`src/rtl/mips_mc_pkg.sv`:
```
`default_nettype none
// ============================================================================
// Module   : mips_mc_pkg
// Brief    : Shared state encodings, opcode constants and control codes for
//            the multi-cycle MIPS control unit.
// Revision : 1.0  initial release
// ============================================================================
package mips_mc_pkg;

    typedef enum logic [3:0] {
        S_INIT      = 4'd0,
        S_FETCH     = 4'd1,
        S_DECODE    = 4'd2,
        S_MEM_ADDR  = 4'd3,
        S_MEM_READ  = 4'd4,
        S_MEM_WB    = 4'd5,
        S_MEM_WRITE = 4'd6,
        S_EXEC_R    = 4'd7,
        S_R_WB      = 4'd8,
        S_BRANCH    = 4'd9,
        S_JUMP      = 4'd10,
        S_EXEC_I    = 4'd11,
        S_I_WB      = 4'd12,
        S_JAL       = 4'd13,
        S_JR        = 4'd14
    } state_e;

    // Instruction classes produced by the opcode classifier
    typedef enum logic [2:0] {
        CLS_RTYPE   = 3'd0,
        CLS_JR      = 3'd1,
        CLS_MEM     = 3'd2,
        CLS_BRANCH  = 3'd3,
        CLS_IMM     = 3'd4,
        CLS_JUMP    = 3'd5,
        CLS_JAL     = 3'd6,
        CLS_ILLEGAL = 3'd7
    } instr_class_e;

    localparam logic [5:0] OP_RTYPE = 6'h00;
    localparam logic [5:0] OP_LW    = 6'h23;
    localparam logic [5:0] OP_SW    = 6'h2B;
    localparam logic [5:0] OP_BEQ   = 6'h04;
    localparam logic [5:0] OP_BNE   = 6'h05;
    localparam logic [5:0] OP_ADDI  = 6'h08;
    localparam logic [5:0] OP_ANDI  = 6'h0C;
    localparam logic [5:0] OP_ORI   = 6'h0D;
    localparam logic [5:0] OP_LUI   = 6'h0F;
    localparam logic [5:0] OP_J     = 6'h02;
    localparam logic [5:0] OP_JAL   = 6'h03;
    localparam logic [5:0] FUNCT_JR = 6'h08;

    localparam logic [2:0] ALU_ADD   = 3'd0;
    localparam logic [2:0] ALU_SUB   = 3'd1;
    localparam logic [2:0] ALU_FUNCT = 3'd2;
    localparam logic [2:0] ALU_OR    = 3'd3;
    localparam logic [2:0] ALU_AND   = 3'd4;
    localparam logic [2:0] ALU_LUI   = 3'd5;

    localparam logic [1:0] PCSRC_ALU    = 2'd0;
    localparam logic [1:0] PCSRC_ALUOUT = 2'd1;
    localparam logic [1:0] PCSRC_JUMP   = 2'd2;
    localparam logic [1:0] PCSRC_RS     = 2'd3;

    localparam logic [1:0] REGDST_RT = 2'd0;
    localparam logic [1:0] REGDST_RD = 2'd1;
    localparam logic [1:0] REGDST_RA = 2'd2;

    localparam logic [1:0] MEMTOREG_ALUOUT = 2'd0;
    localparam logic [1:0] MEMTOREG_MDR    = 2'd1;
    localparam logic [1:0] MEMTOREG_PC     = 2'd2;

    localparam logic [1:0] SRCB_RT      = 2'd0;
    localparam logic [1:0] SRCB_FOUR    = 2'd1;
    localparam logic [1:0] SRCB_IMM     = 2'd2;
    localparam logic [1:0] SRCB_IMM_SH2 = 2'd3;

endpackage
`default_nettype wire

```
`src/rtl/mips_multicycle_control_if.sv`:
```
`default_nettype none
// ============================================================================
// Module   : mips_multicycle_control_if
// Brief    : Control <-> datapath bundle: instruction fields, ALU flag and
//            memory handshake in, mux selects and write enables out.
// Revision : 1.0  initial release
// ============================================================================
interface mips_multicycle_control_if;
    logic [5:0] OP;
    logic [5:0] Funct;
    logic       Zero;
    logic       mem_ready;
    logic       PCWrite;
    logic       IorD;
    logic       MemRead;
    logic       MemWrite;
    logic       IRWrite;
    logic [1:0] RegDst;
    logic [1:0] MemtoReg;
    logic       RegWrite;
    logic       ALUSrcA;
    logic [1:0] ALUSrcB;
    logic [2:0] ALUOp;
    logic [1:0] PCSource;
    logic       instr_done;
    logic       illegal_op;
    logic [3:0] state_dbg;

    // Control unit side
    modport master (
        input  OP, Funct, Zero, mem_ready,
        output PCWrite, IorD, MemRead, MemWrite, IRWrite, RegDst, MemtoReg,
               RegWrite, ALUSrcA, ALUSrcB, ALUOp, PCSource, instr_done,
               illegal_op, state_dbg
    );

    // Datapath side
    modport slave (
        output OP, Funct, Zero, mem_ready,
        input  PCWrite, IorD, MemRead, MemWrite, IRWrite, RegDst, MemtoReg,
               RegWrite, ALUSrcA, ALUSrcB, ALUOp, PCSource, instr_done,
               illegal_op, state_dbg
    );
endinterface
`default_nettype wire

```
`src/rtl/mips_mc_opdecode.sv`:
```
`default_nettype none
// ============================================================================
// Module   : mips_mc_opdecode
// Brief    : Combinational OP/Funct classifier; yields the instruction class
//            and the ALU operation used by immediate-format instructions.
// Revision : 1.0  initial release
// ============================================================================
module mips_mc_opdecode
    import mips_mc_pkg::*;
(
    input  logic [5:0]   i_op,
    input  logic [5:0]   i_funct,
    output instr_class_e o_instr_class,
    output logic [2:0]   o_imm_aluop
);

    // Map opcode (and funct for the special opcode) onto an instruction class
    always_comb begin
        o_instr_class = CLS_ILLEGAL;
        o_imm_aluop   = ALU_ADD;
        case (i_op)
            OP_RTYPE: o_instr_class = (i_funct == FUNCT_JR) ? CLS_JR : CLS_RTYPE;
            OP_LW,
            OP_SW:    o_instr_class = CLS_MEM;
            OP_BEQ,
            OP_BNE:   o_instr_class = CLS_BRANCH;
            OP_ADDI:  begin o_instr_class = CLS_IMM; o_imm_aluop = ALU_ADD; end
            OP_ANDI:  begin o_instr_class = CLS_IMM; o_imm_aluop = ALU_AND; end
            OP_ORI:   begin o_instr_class = CLS_IMM; o_imm_aluop = ALU_OR;  end
            OP_LUI:   begin o_instr_class = CLS_IMM; o_imm_aluop = ALU_LUI; end
            OP_J:     o_instr_class = CLS_JUMP;
            OP_JAL:   o_instr_class = CLS_JAL;
            default:  o_instr_class = CLS_ILLEGAL;
        endcase
    end

endmodule
`default_nettype wire

```
`src/rtl/mips_multicycle_control.sv`:
```
`default_nettype none
// ============================================================================
// Module   : mips_multicycle_control
// Brief    : Moore control FSM sequencing a multi-cycle MIPS datapath with a
//            shared memory and a single ALU; stalls on mem_ready.
// Revision : 1.0  initial release
// ============================================================================
module mips_multicycle_control
    import mips_mc_pkg::*;
#(
    parameter int RESET_PC_HOLD = 1
) (
    input  logic                        clk,
    input  logic                        reset,
    mips_multicycle_control_if.master   bus
);

    localparam logic [3:0] INIT_LAST = 4'(RESET_PC_HOLD - 1);

    state_e       state_q, state_d;
    logic [3:0]   init_cnt_q, init_cnt_d;
    instr_class_e w_instr_class;
    logic [2:0]   w_imm_aluop;

    mips_mc_opdecode u_opdecode (
        .i_op          (bus.OP),
        .i_funct       (bus.Funct),
        .o_instr_class (w_instr_class),
        .o_imm_aluop   (w_imm_aluop)
    );

    // Next-state selection, including the post-reset hold counter
    always_comb begin
        state_d    = state_q;
        init_cnt_d = init_cnt_q;
        case (state_q)
            S_INIT: begin
                if (init_cnt_q == INIT_LAST) begin
                    state_d    = S_FETCH;
                    init_cnt_d = 4'd0;
                end else begin
                    init_cnt_d = init_cnt_q + 4'd1;
                end
            end
            S_FETCH:     if (bus.mem_ready) state_d = S_DECODE;
            S_DECODE: begin
                case (w_instr_class)
                    CLS_RTYPE:  state_d = S_EXEC_R;
                    CLS_JR:     state_d = S_JR;
                    CLS_MEM:    state_d = S_MEM_ADDR;
                    CLS_BRANCH: state_d = S_BRANCH;
                    CLS_IMM:    state_d = S_EXEC_I;
                    CLS_JUMP:   state_d = S_JUMP;
                    CLS_JAL:    state_d = S_JAL;
                    default:    state_d = S_FETCH;
                endcase
            end
            S_MEM_ADDR:  state_d = (bus.OP == OP_LW) ? S_MEM_READ : S_MEM_WRITE;
            S_MEM_READ:  if (bus.mem_ready) state_d = S_MEM_WB;
            S_MEM_WRITE: if (bus.mem_ready) state_d = S_FETCH;
            S_EXEC_R:    state_d = S_R_WB;
            S_EXEC_I:    state_d = S_I_WB;
            S_MEM_WB, S_R_WB, S_I_WB, S_BRANCH,
            S_JUMP, S_JAL, S_JR: state_d = S_FETCH;
            default:     state_d = S_INIT;
        endcase
    end

    // State register; reset drops straight into INIT so no enable can fire
    always_ff @(posedge clk or posedge reset) begin
        if (reset) begin
            state_q    <= S_INIT;
            init_cnt_q <= 4'd0;
        end else begin
            state_q    <= state_d;
            init_cnt_q <= init_cnt_d;
        end
    end

    // Per-state datapath controls; the stall-dependent enables follow mem_ready
    always_comb begin
        bus.PCWrite    = 1'b0;
        bus.IorD       = 1'b0;
        bus.MemRead    = 1'b0;
        bus.MemWrite   = 1'b0;
        bus.IRWrite    = 1'b0;
        bus.RegDst     = REGDST_RT;
        bus.MemtoReg   = MEMTOREG_ALUOUT;
        bus.RegWrite   = 1'b0;
        bus.ALUSrcA    = 1'b0;
        bus.ALUSrcB    = SRCB_RT;
        bus.ALUOp      = ALU_ADD;
        bus.PCSource   = PCSRC_ALU;
        bus.instr_done = 1'b0;
        bus.illegal_op = 1'b0;
        case (state_q)
            S_FETCH: begin
                bus.MemRead = 1'b1;
                bus.IRWrite = bus.mem_ready;
                bus.PCWrite = bus.mem_ready;
                bus.ALUSrcB = SRCB_FOUR;
            end
            S_DECODE: begin
                // Branch target lands in ALUOut ahead of the BRANCH state
                bus.ALUSrcB    = SRCB_IMM_SH2;
                bus.illegal_op = (w_instr_class == CLS_ILLEGAL);
                bus.instr_done = (w_instr_class == CLS_ILLEGAL);
            end
            S_MEM_ADDR: begin
                bus.ALUSrcA = 1'b1;
                bus.ALUSrcB = SRCB_IMM;
            end
            S_MEM_READ: begin
                bus.MemRead = 1'b1;
                bus.IorD    = 1'b1;
            end
            S_MEM_WB: begin
                bus.RegWrite   = 1'b1;
                bus.MemtoReg   = MEMTOREG_MDR;
                bus.instr_done = 1'b1;
            end
            S_MEM_WRITE: begin
                bus.MemWrite   = 1'b1;
                bus.IorD       = 1'b1;
                bus.instr_done = bus.mem_ready;
            end
            S_EXEC_R: begin
                bus.ALUSrcA = 1'b1;
                bus.ALUOp   = ALU_FUNCT;
            end
            S_R_WB: begin
                bus.RegWrite   = 1'b1;
                bus.RegDst     = REGDST_RD;
                bus.instr_done = 1'b1;
            end
            S_EXEC_I: begin
                bus.ALUSrcA = 1'b1;
                bus.ALUSrcB = SRCB_IMM;
                bus.ALUOp   = w_imm_aluop;
            end
            S_I_WB: begin
                bus.RegWrite   = 1'b1;
                bus.instr_done = 1'b1;
            end
            S_BRANCH: begin
                bus.ALUSrcA    = 1'b1;
                bus.ALUOp      = ALU_SUB;
                bus.PCSource   = PCSRC_ALUOUT;
                bus.PCWrite    = (bus.OP == OP_BEQ) ? bus.Zero : ~bus.Zero;
                bus.instr_done = 1'b1;
            end
            S_JUMP: begin
                bus.PCSource   = PCSRC_JUMP;
                bus.PCWrite    = 1'b1;
                bus.instr_done = 1'b1;
            end
            S_JAL: begin
                // PC already holds PC+4, so it is the link value
                bus.PCSource   = PCSRC_JUMP;
                bus.PCWrite    = 1'b1;
                bus.RegWrite   = 1'b1;
                bus.RegDst     = REGDST_RA;
                bus.MemtoReg   = MEMTOREG_PC;
                bus.instr_done = 1'b1;
            end
            S_JR: begin
                bus.PCSource   = PCSRC_RS;
                bus.PCWrite    = 1'b1;
                bus.instr_done = 1'b1;
            end
            default: ;
        endcase
    end

    assign bus.state_dbg = state_q;

endmodule
`default_nettype wire

```
`src/flat_wrapper.sv`:
```
// flat-port wrapper written by rule: the top's interface ports become plain ports
module mips_multicycle_control_flat import mips_mc_pkg::*;
#(
    parameter int RESET_PC_HOLD = 1
)
  (clk, reset, bus_OP, bus_Funct, bus_Zero, bus_mem_ready, bus_PCWrite, bus_IorD, bus_MemRead, bus_MemWrite, bus_IRWrite, bus_RegDst, bus_MemtoReg, bus_RegWrite, bus_ALUSrcA, bus_ALUSrcB, bus_ALUOp, bus_PCSource, bus_instr_done, bus_illegal_op, bus_state_dbg);
  mips_multicycle_control_if bus_i ();
  input  logic clk;
  input  logic reset;
  input wire logic [$bits(bus_i.OP)-1:0] bus_OP;
  input wire logic [$bits(bus_i.Funct)-1:0] bus_Funct;
  input wire logic [$bits(bus_i.Zero)-1:0] bus_Zero;
  input wire logic [$bits(bus_i.mem_ready)-1:0] bus_mem_ready;
  output wire logic [$bits(bus_i.PCWrite)-1:0] bus_PCWrite;
  output wire logic [$bits(bus_i.IorD)-1:0] bus_IorD;
  output wire logic [$bits(bus_i.MemRead)-1:0] bus_MemRead;
  output wire logic [$bits(bus_i.MemWrite)-1:0] bus_MemWrite;
  output wire logic [$bits(bus_i.IRWrite)-1:0] bus_IRWrite;
  output wire logic [$bits(bus_i.RegDst)-1:0] bus_RegDst;
  output wire logic [$bits(bus_i.MemtoReg)-1:0] bus_MemtoReg;
  output wire logic [$bits(bus_i.RegWrite)-1:0] bus_RegWrite;
  output wire logic [$bits(bus_i.ALUSrcA)-1:0] bus_ALUSrcA;
  output wire logic [$bits(bus_i.ALUSrcB)-1:0] bus_ALUSrcB;
  output wire logic [$bits(bus_i.ALUOp)-1:0] bus_ALUOp;
  output wire logic [$bits(bus_i.PCSource)-1:0] bus_PCSource;
  output wire logic [$bits(bus_i.instr_done)-1:0] bus_instr_done;
  output wire logic [$bits(bus_i.illegal_op)-1:0] bus_illegal_op;
  output wire logic [$bits(bus_i.state_dbg)-1:0] bus_state_dbg;
  assign bus_i.OP = bus_OP;
  assign bus_i.Funct = bus_Funct;
  assign bus_i.Zero = bus_Zero;
  assign bus_i.mem_ready = bus_mem_ready;
  assign bus_PCWrite = bus_i.PCWrite;
  assign bus_IorD = bus_i.IorD;
  assign bus_MemRead = bus_i.MemRead;
  assign bus_MemWrite = bus_i.MemWrite;
  assign bus_IRWrite = bus_i.IRWrite;
  assign bus_RegDst = bus_i.RegDst;
  assign bus_MemtoReg = bus_i.MemtoReg;
  assign bus_RegWrite = bus_i.RegWrite;
  assign bus_ALUSrcA = bus_i.ALUSrcA;
  assign bus_ALUSrcB = bus_i.ALUSrcB;
  assign bus_ALUOp = bus_i.ALUOp;
  assign bus_PCSource = bus_i.PCSource;
  assign bus_instr_done = bus_i.instr_done;
  assign bus_illegal_op = bus_i.illegal_op;
  assign bus_state_dbg = bus_i.state_dbg;
  mips_multicycle_control #(.RESET_PC_HOLD(RESET_PC_HOLD)) u_core (.clk(clk), .reset(reset), .bus(bus_i));
endmodule
```
`config.mk`:
```
export PLATFORM = sky130hd
export DESIGN_NAME = mips_multicycle_control_flat
export DESIGN_NICKNAME = d
export VERILOG_FILES = /design/src/rtl/mips_mc_pkg.sv /design/src/rtl/mips_multicycle_control_if.sv /design/src/rtl/mips_mc_opdecode.sv /design/src/rtl/mips_multicycle_control.sv /design/src/flat_wrapper.sv
export SDC_FILE = /design/constraint.sdc
export NUM_CORES = 1
export LEC_CHECK = 0
export ABC_AREA = 1
export CAP_MARGIN = 10
export CORE_ASPECT_RATIO = 1.4
export CORE_MARGIN = 2
export CORE_UTILIZATION = 30
export CTS_CLUSTER_DIAMETER = 120
export DETAILED_ROUTE_END_ITERATION = 8
export GPL_TIMING_DRIVEN = 0
export PLACE_DENSITY = 0.72
export SLEW_MARGIN = 20
export SYNTH_ARGS = -nofsm -noshare
export SYNTH_HDL_FRONTEND = slang
export SYNTH_SLANG_ARGS = --single-unit
```
`constraint.sdc`:
```
create_clock -name clk -period 2 [get_ports clk]
set_clock_uncertainty 0.1 [all_clocks]
set_input_delay 0.4 -clock clk [delete_from_list [all_inputs] [get_ports clk]]
set_output_delay 0.4 -clock clk [all_outputs]
set_load 0.01 [all_outputs]
```
==> out/metrics.yaml, run 1 <==
placement:
  post-place-ws_ps: -749
  gp_congestion: 0.851
  io_buffers: 39
  hpwl_um: 2210
clock_network:
  cts_sinks: 8
  clk_pin_slew_worst_paths_ps: 40
  cts_tree: "yes"
  ctsHtreeMaxLevel: 1
  ctsHoldBuffers: 0
  worstSkewPairLatency_ps: 220
  clockRootBuffer: "clkbuf_8"
  numCtsBuffers: 3
  clockBufferDepth: 2
floorplan:
  dieArea_sq_um: 3420
  die_w_um: 50.0
  initial_core_util_pct: 31.2
  io_pins: 40
  coreArea_sq_um: 2850
  rows: 23
  fp.dieH_um: 68.4
setup_path:
  critPathMaxFanout: 8
  critical_path_class: "in -> out"
  cp.arrival_ps: 1480
  worst_setup_path_end_kind: "output pin"
  startpoint_type: "input pin"
  critPathRequiredTime_ps: 1500
pwr:
  p_per_area_nw_per_um2: 968
  p_leak_nw: 0.871
  ir_worst_vdd_mv: 0.562
  total_power_mw: 1.54
routing:
  first_pass_iters: 4
  routedWlPerCell_um: 11.9
  vias: 1230
  vias_per_cell: 4.84
  drt_iter0_markers: 27
  routed_wl_um: 3020
  ant_nets: 0
  drc: 0
global_route:
  grt_pass1_wl_um: 4690
  track_usage_pct: 18.0
  grt_overflow_total: 0
  antenna_found_initial: 0
  grt_start_max_net_pins: 9
  grt_pass1_vias: 1128
finish:
  nets: 237
  syn2layout_area_growth_pct: 79.3
  final_core_util_pct: 56.0
  diodes: 0
  layout-drive-gt1-share_pct: 40.1
run_status:
  status: "complete, no violations"
logic_synthesis:
  synth_seq_cells: 8
  synthTopCellsByCount: "nand2_1, nor2_1, inv_1"
  synthMuxAreaShare_pct: 0
  synth_edf_count: 0
  synth_xor_area_share_pct: 2.95
  synth_nets: 175
  synthArstFlopShare_pct: 100
  yosys_warnings: 0
  yosys.area_share.simple_pct: 46.4
  avgSynthCellArea_sq_um: 5.67
  synth_top_family_by_area: "simple AND/OR/NAND/NOR gates"
  netlist_area_sq_um: 890
  synth_area_leaders: "dfrtp_1, nand2_1, nor2_1, inv_1, nand3_1"
  synth_compound_area_share_pct: 11.8
  synth_top_area_share_pct: 22.5
  synth_largest_area_cell: "dfrtp_1"
  synthCells: 157
  synthAdderAreaFrac_pct: 2.81
  synth_cell_types: 20
  yosysMostFrequentCell: "nand2_1"
  seq_area_frac_synth_pct: 22.5
  ys.flop_type: "dfrtp_1"
timing:
  final_max_slew_viol_count: 0
  fmax_mhz: 506
  setup_viol: 0
  slew_headroom_pct: 79.3
  fin_crit_sh_pct: 98.9
  final_hold_viol_count: 0
  rsz0062_at_grt: "true"
  tightest_slew_ps: 311
  timing.hold.ws_ps: 325
  final.setup.tns_ps: 0
  finalCriticalPeriod_ps: 1980
  fin_ws_ps: 21.8
min_path:
  hold_class: "in -> async"
job:
  cap_violations: 0
## per-stage QoR
step	instance area, sq um	std cells
floorplan	890	157
global placement	1330	233
detailed placement	1330	233
CTS	1490	249
global route	1600	254
finish	1600	254
## cells by family after synthesis
family,Yosys count
compound gates,19
xor+xnor,3
fa+ha+maj,2
buf+inv,32
flops,8
simple gates,93
## critical path, stage by stage
cell	delay, ps
buf_6	100
nor2_4	210
nand2_1	100
nor2_2	160
nor2_1	70
nand2_1	90
nor2_2	60
a21oi_2	100
nand2_1	50
buf_2	140
## where the power goes
| part | total (mW) | internal, mW | switching [mW] |
|---|---|---|---|
| Clock | 0.189 | 0.130 | 0.0590 |
| Combinational | 1.08 | 0.472 | 0.607 |
| Sequential | 0.276 | 0.202 | 0.0744 |
## routing by layer
| layer | vias to the layer above | track usage, % | wire, um |
|---|---|---|---|
| li1 | 611 | - | - |
| met1 | 558 | 17.8 | 1090 |
| met2 | 44 | 34.7 | 1670 |
| met3 | 17 | 1.75 | 114 |
| met4 | 0 | 13.2 | 147 |
| met5 | - | 0 | 0 |
## state kept, by name (all words and copies together) (netlist names)
| register | count |
|---|---|
| u_core.init_cnt_q | 4 |
| u_core.bus.state_dbg | 4 |
## final timing paths
path,startpoint,to,slack (ps),cells past startpoint
setup / recovery,bus_OP[5],bus_instr_done,20,10
hold / removal,reset,u_core.bus.state_dbg[1]$_DFFE_PP0P_,320,2
setup reg to reg,u_core.bus.state_dbg[0]$_DFFE_PP0P_,u_core.bus.state_dbg[2]$_DFFE_PP0P_,350,8
hold reg to reg,u_core.init_cnt_q[3]$_DFFE_PP0P_,u_core.init_cnt_q[3]$_DFFE_PP0P_,490,2
max in group asynchronous,reset,u_core.bus.state_dbg[2]$_DFFE_PP0P_,1220,2
min in group clk,u_core.init_cnt_q[3]$_DFFE_PP0P_,u_core.init_cnt_q[3]$_DFFE_PP0P_,490,2
## cell usage in the layout, fill, tap and decap left out, types with 8 or more instances in the layout
cell type / synthesis / final
buf_4: 0 / 13
clkdlybuf4s50_1: 0 / 12
dlygate4sd2_1: 0 / 8
inv_1: 24 / 21
inv_2: 8 / 11
nand2_1: 37 / 28
nand2_2: 0 / 8
nand3_1: 12 / 8
nor2_1: 29 / 18
nor2_2: 7 / 9
nor2_4: 2 / 11
o21ai_0: 10 / 9
## layout make-up
cell class | instances | area [sq um]
fillers | 277 | 1250
multi-input cells | 117 | 701
repair buffers | 57 | 482
flip-flops and latches | 8 | 205
inverters | 32 | 120
well taps | 37 | 46.3
clock buffers | 3 | 41.3
## what timing repair did
item	in CTS	in global routing
resized for setup	76	46
pin swaps	8	10
setup endpoints to repair	20	15
setup buffers	13	6
(Power assumes the default switching activity.)
==> inputs of run 2 (changes only) <==
MAX_ROUTING_LAYER = met4   (was unset)
TNS_END_PERCENT = 30   (was unset)
==> run 2 against run 1 <==
Against the previous run: critical path depth increased by 9; clock power about the same; largest power group unchanged; via count increased by 0.41%; the flow now finishes with violations (negative setup slack); first-iteration DRC count unchanged; routed wire length decreased by 1.5%; sequential share of layout area increased by 0.30 points; global-route usage increased by 0.47 points; worst setup slack got worse by 75 ps.
==> out/metrics.yaml, run 2 (same netlist as run 1, synthesis figures left out) <==
run_status:
  status: "finished, violations left"
  failed_checks: "negative setup slack"
routing:
  drc: 0  # unchanged
  first_pass_iters: 4  # unchanged
  routed_wl_um: 2970  # -1.5%
  routedWlPerCell_um: 11.7  # -1.5%
  drt_iter0_markers: 27  # unchanged
  vias_per_cell: 4.86  # +0.41%
  vias: 1235  # +0.41%
  ant_nets: 0  # unchanged
floorplan:
  die_w_um: 50.0  # unchanged
  fp.dieH_um: 68.4  # unchanged
  dieArea_sq_um: 3420  # unchanged
  coreArea_sq_um: 2850  # unchanged
  rows: 23  # unchanged
  io_pins: 40  # unchanged
  initial_core_util_pct: 31.2  # unchanged
clock_network:
  clockRootBuffer: "clkbuf_8"
  clk_pin_slew_worst_paths_ps: 40  # about the same
  ctsHtreeMaxLevel: 1  # unchanged
  clockBufferDepth: 2  # unchanged
  worstSkewPairLatency_ps: 220  # about the same
  cts_tree: "yes"
  cts_sinks: 8  # unchanged
  numCtsBuffers: 3  # unchanged
min_path:
  hold_class: "in -> async"
global_route:
  grt_overflow_total: 0  # unchanged
  track_usage_pct: 18.5  # +0.47 points
  grt_pass1_vias: 1128  # unchanged
  grt_pass1_wl_um: 4680  # -0.30%
  antenna_found_initial: 0  # unchanged
  grt_start_max_net_pins: 9  # unchanged
finish:
  final_core_util_pct: 54.7  # -1.3 points
  syn2layout_area_growth_pct: 75.2
  fillerInstances: 293  # +5.8%
  diodes: 0  # unchanged
  final_cell_mix: "nand2_1, inv_1, nor2_1"
  nets: 237  # unchanged
  layout-drive-gt1-share_pct: 37.3  # -2.8 points
  mostFrequentLayoutCell: "nand2_1"
setup_path:
  critPathRequiredTime_ps: 2060  # +560 ps
  critPathMaxFanout: 6  # -2
  startpoint_type: "input pin"
  worst_setup_path_end_kind: "flop"
  critical_path_class: "in -> reg"
  reg2reg_slack_ps: 410  # +60 ps
  cp.arrival_ps: 2110  # +630 ps
timing:
  finalCriticalPeriod_ps: 2050  # +75.4 ps
  final_max_slew_viol_count: 0  # unchanged
  timing.hold.ws_ps: 326  # +1.08 ps
  fin_ws_ps: -53.7  # -75.4 ps
  setup_viol: 3  # +3
  fin_crit_sh_pct: 103  # +3.8 points
  fmax_mhz: 487  # -3.7%
  tightest_slew_ps: 313  # +2.40 ps
  rsz0062_at_grt: "true"
  final.setup.tns_ps: -122  # -122 ps
  final_hold_viol_count: 0  # unchanged
  slew_headroom_pct: 79.1  # -0.16 points
placement:
  post-place-ws_ps: -749  # unchanged
  io_buffers: 39  # unchanged
  hpwl_um: 2210  # unchanged
  gp_congestion: 0.864  # +1.6%
pwr:
  p_per_area_nw_per_um2: 978  # +1.0%
  p_leak_nw: 0.851  # -2.2%
  ir_worst_vdd_mv: 0.578  # +2.9%
job:
  cap_violations: 0  # unchanged
run 2: final timing paths:
check                                                    startpoint  depth (start not counted)                             endpoint
worst max-delay path                                      bus_OP[1]                         19  u_core.bus.state_dbg[0]$_DFFE_PP0P_
worst min-delay path                                          reset                          2  u_core.bus.state_dbg[1]$_DFFE_PP0P_
worst max register to register  u_core.bus.state_dbg[0]$_DFFE_PP0P_                          8  u_core.bus.state_dbg[2]$_DFFE_PP0P_
worst min register to register     u_core.init_cnt_q[3]$_DFFE_PP0P_                          2     u_core.init_cnt_q[3]$_DFFE_PP0P_
max in group asynchronous                                     reset                          2  u_core.bus.state_dbg[2]$_DFFE_PP0P_
min in group clk                   u_core.init_cnt_q[3]$_DFFE_PP0P_                          2     u_core.init_cnt_q[3]$_DFFE_PP0P_
run 2: timing repair:
item / in CTS / in global routing
pin swaps: 6 / 6
hold buffers: 0 / 0
resized for setup: 66 / 43
endpoints found under the setup margin: 20 / 15
buffers inserted: 13 / 5
run 2: cell type report:
cell class	count	area [sq um]	share of cell area, %
inverters	32	120	7.70
clock buffers	3	41.3	2.65
flip-flops and latches	8	205	13.2
multi-input cells	117	671	43.0
repair buffers	57	475	30.5
well taps	37	46.3	2.97
run 2: stage by stage:
stage / std cells / instance area (sq um) / power [mW]
floorplan: 157 / 890 / 0.735
global placement: 233 / 1330 / 1.17
detailed placement: 233 / 1330 / 1.17
CTS: 249 / 1480 / 1.40
global route: 254 / 1560 / 1.64
finish: 254 / 1560 / 1.52
run 2: worst max-delay path, stage by stage:
cell     delay [ps]
buf_2           150
nand2_2          80
inv_1            60
nand3_2          80
nand2_2          50
nor2_1           80
nand2_1          80
buf_4           140
buf_4           120
buf_4           120
buf_4           120
buf_4           120
buf_4           120
buf_4           120
nand3_1          60
nand2_1          60
nand2_1          50
nand2_1          40
nand2_1          50
run 2: metal layers:
metal  share of wire [%]  track usage, %
met5                   0               -
met4                 4.6            13.2
met3                 3.7            1.75
met2                  56            34.7
met1                  35            17.7
run 2: where the power goes:
group          switching (mW)  internal (mW)
logic                   0.594          0.472
registers              0.0667          0.202
clock network          0.0598          0.130
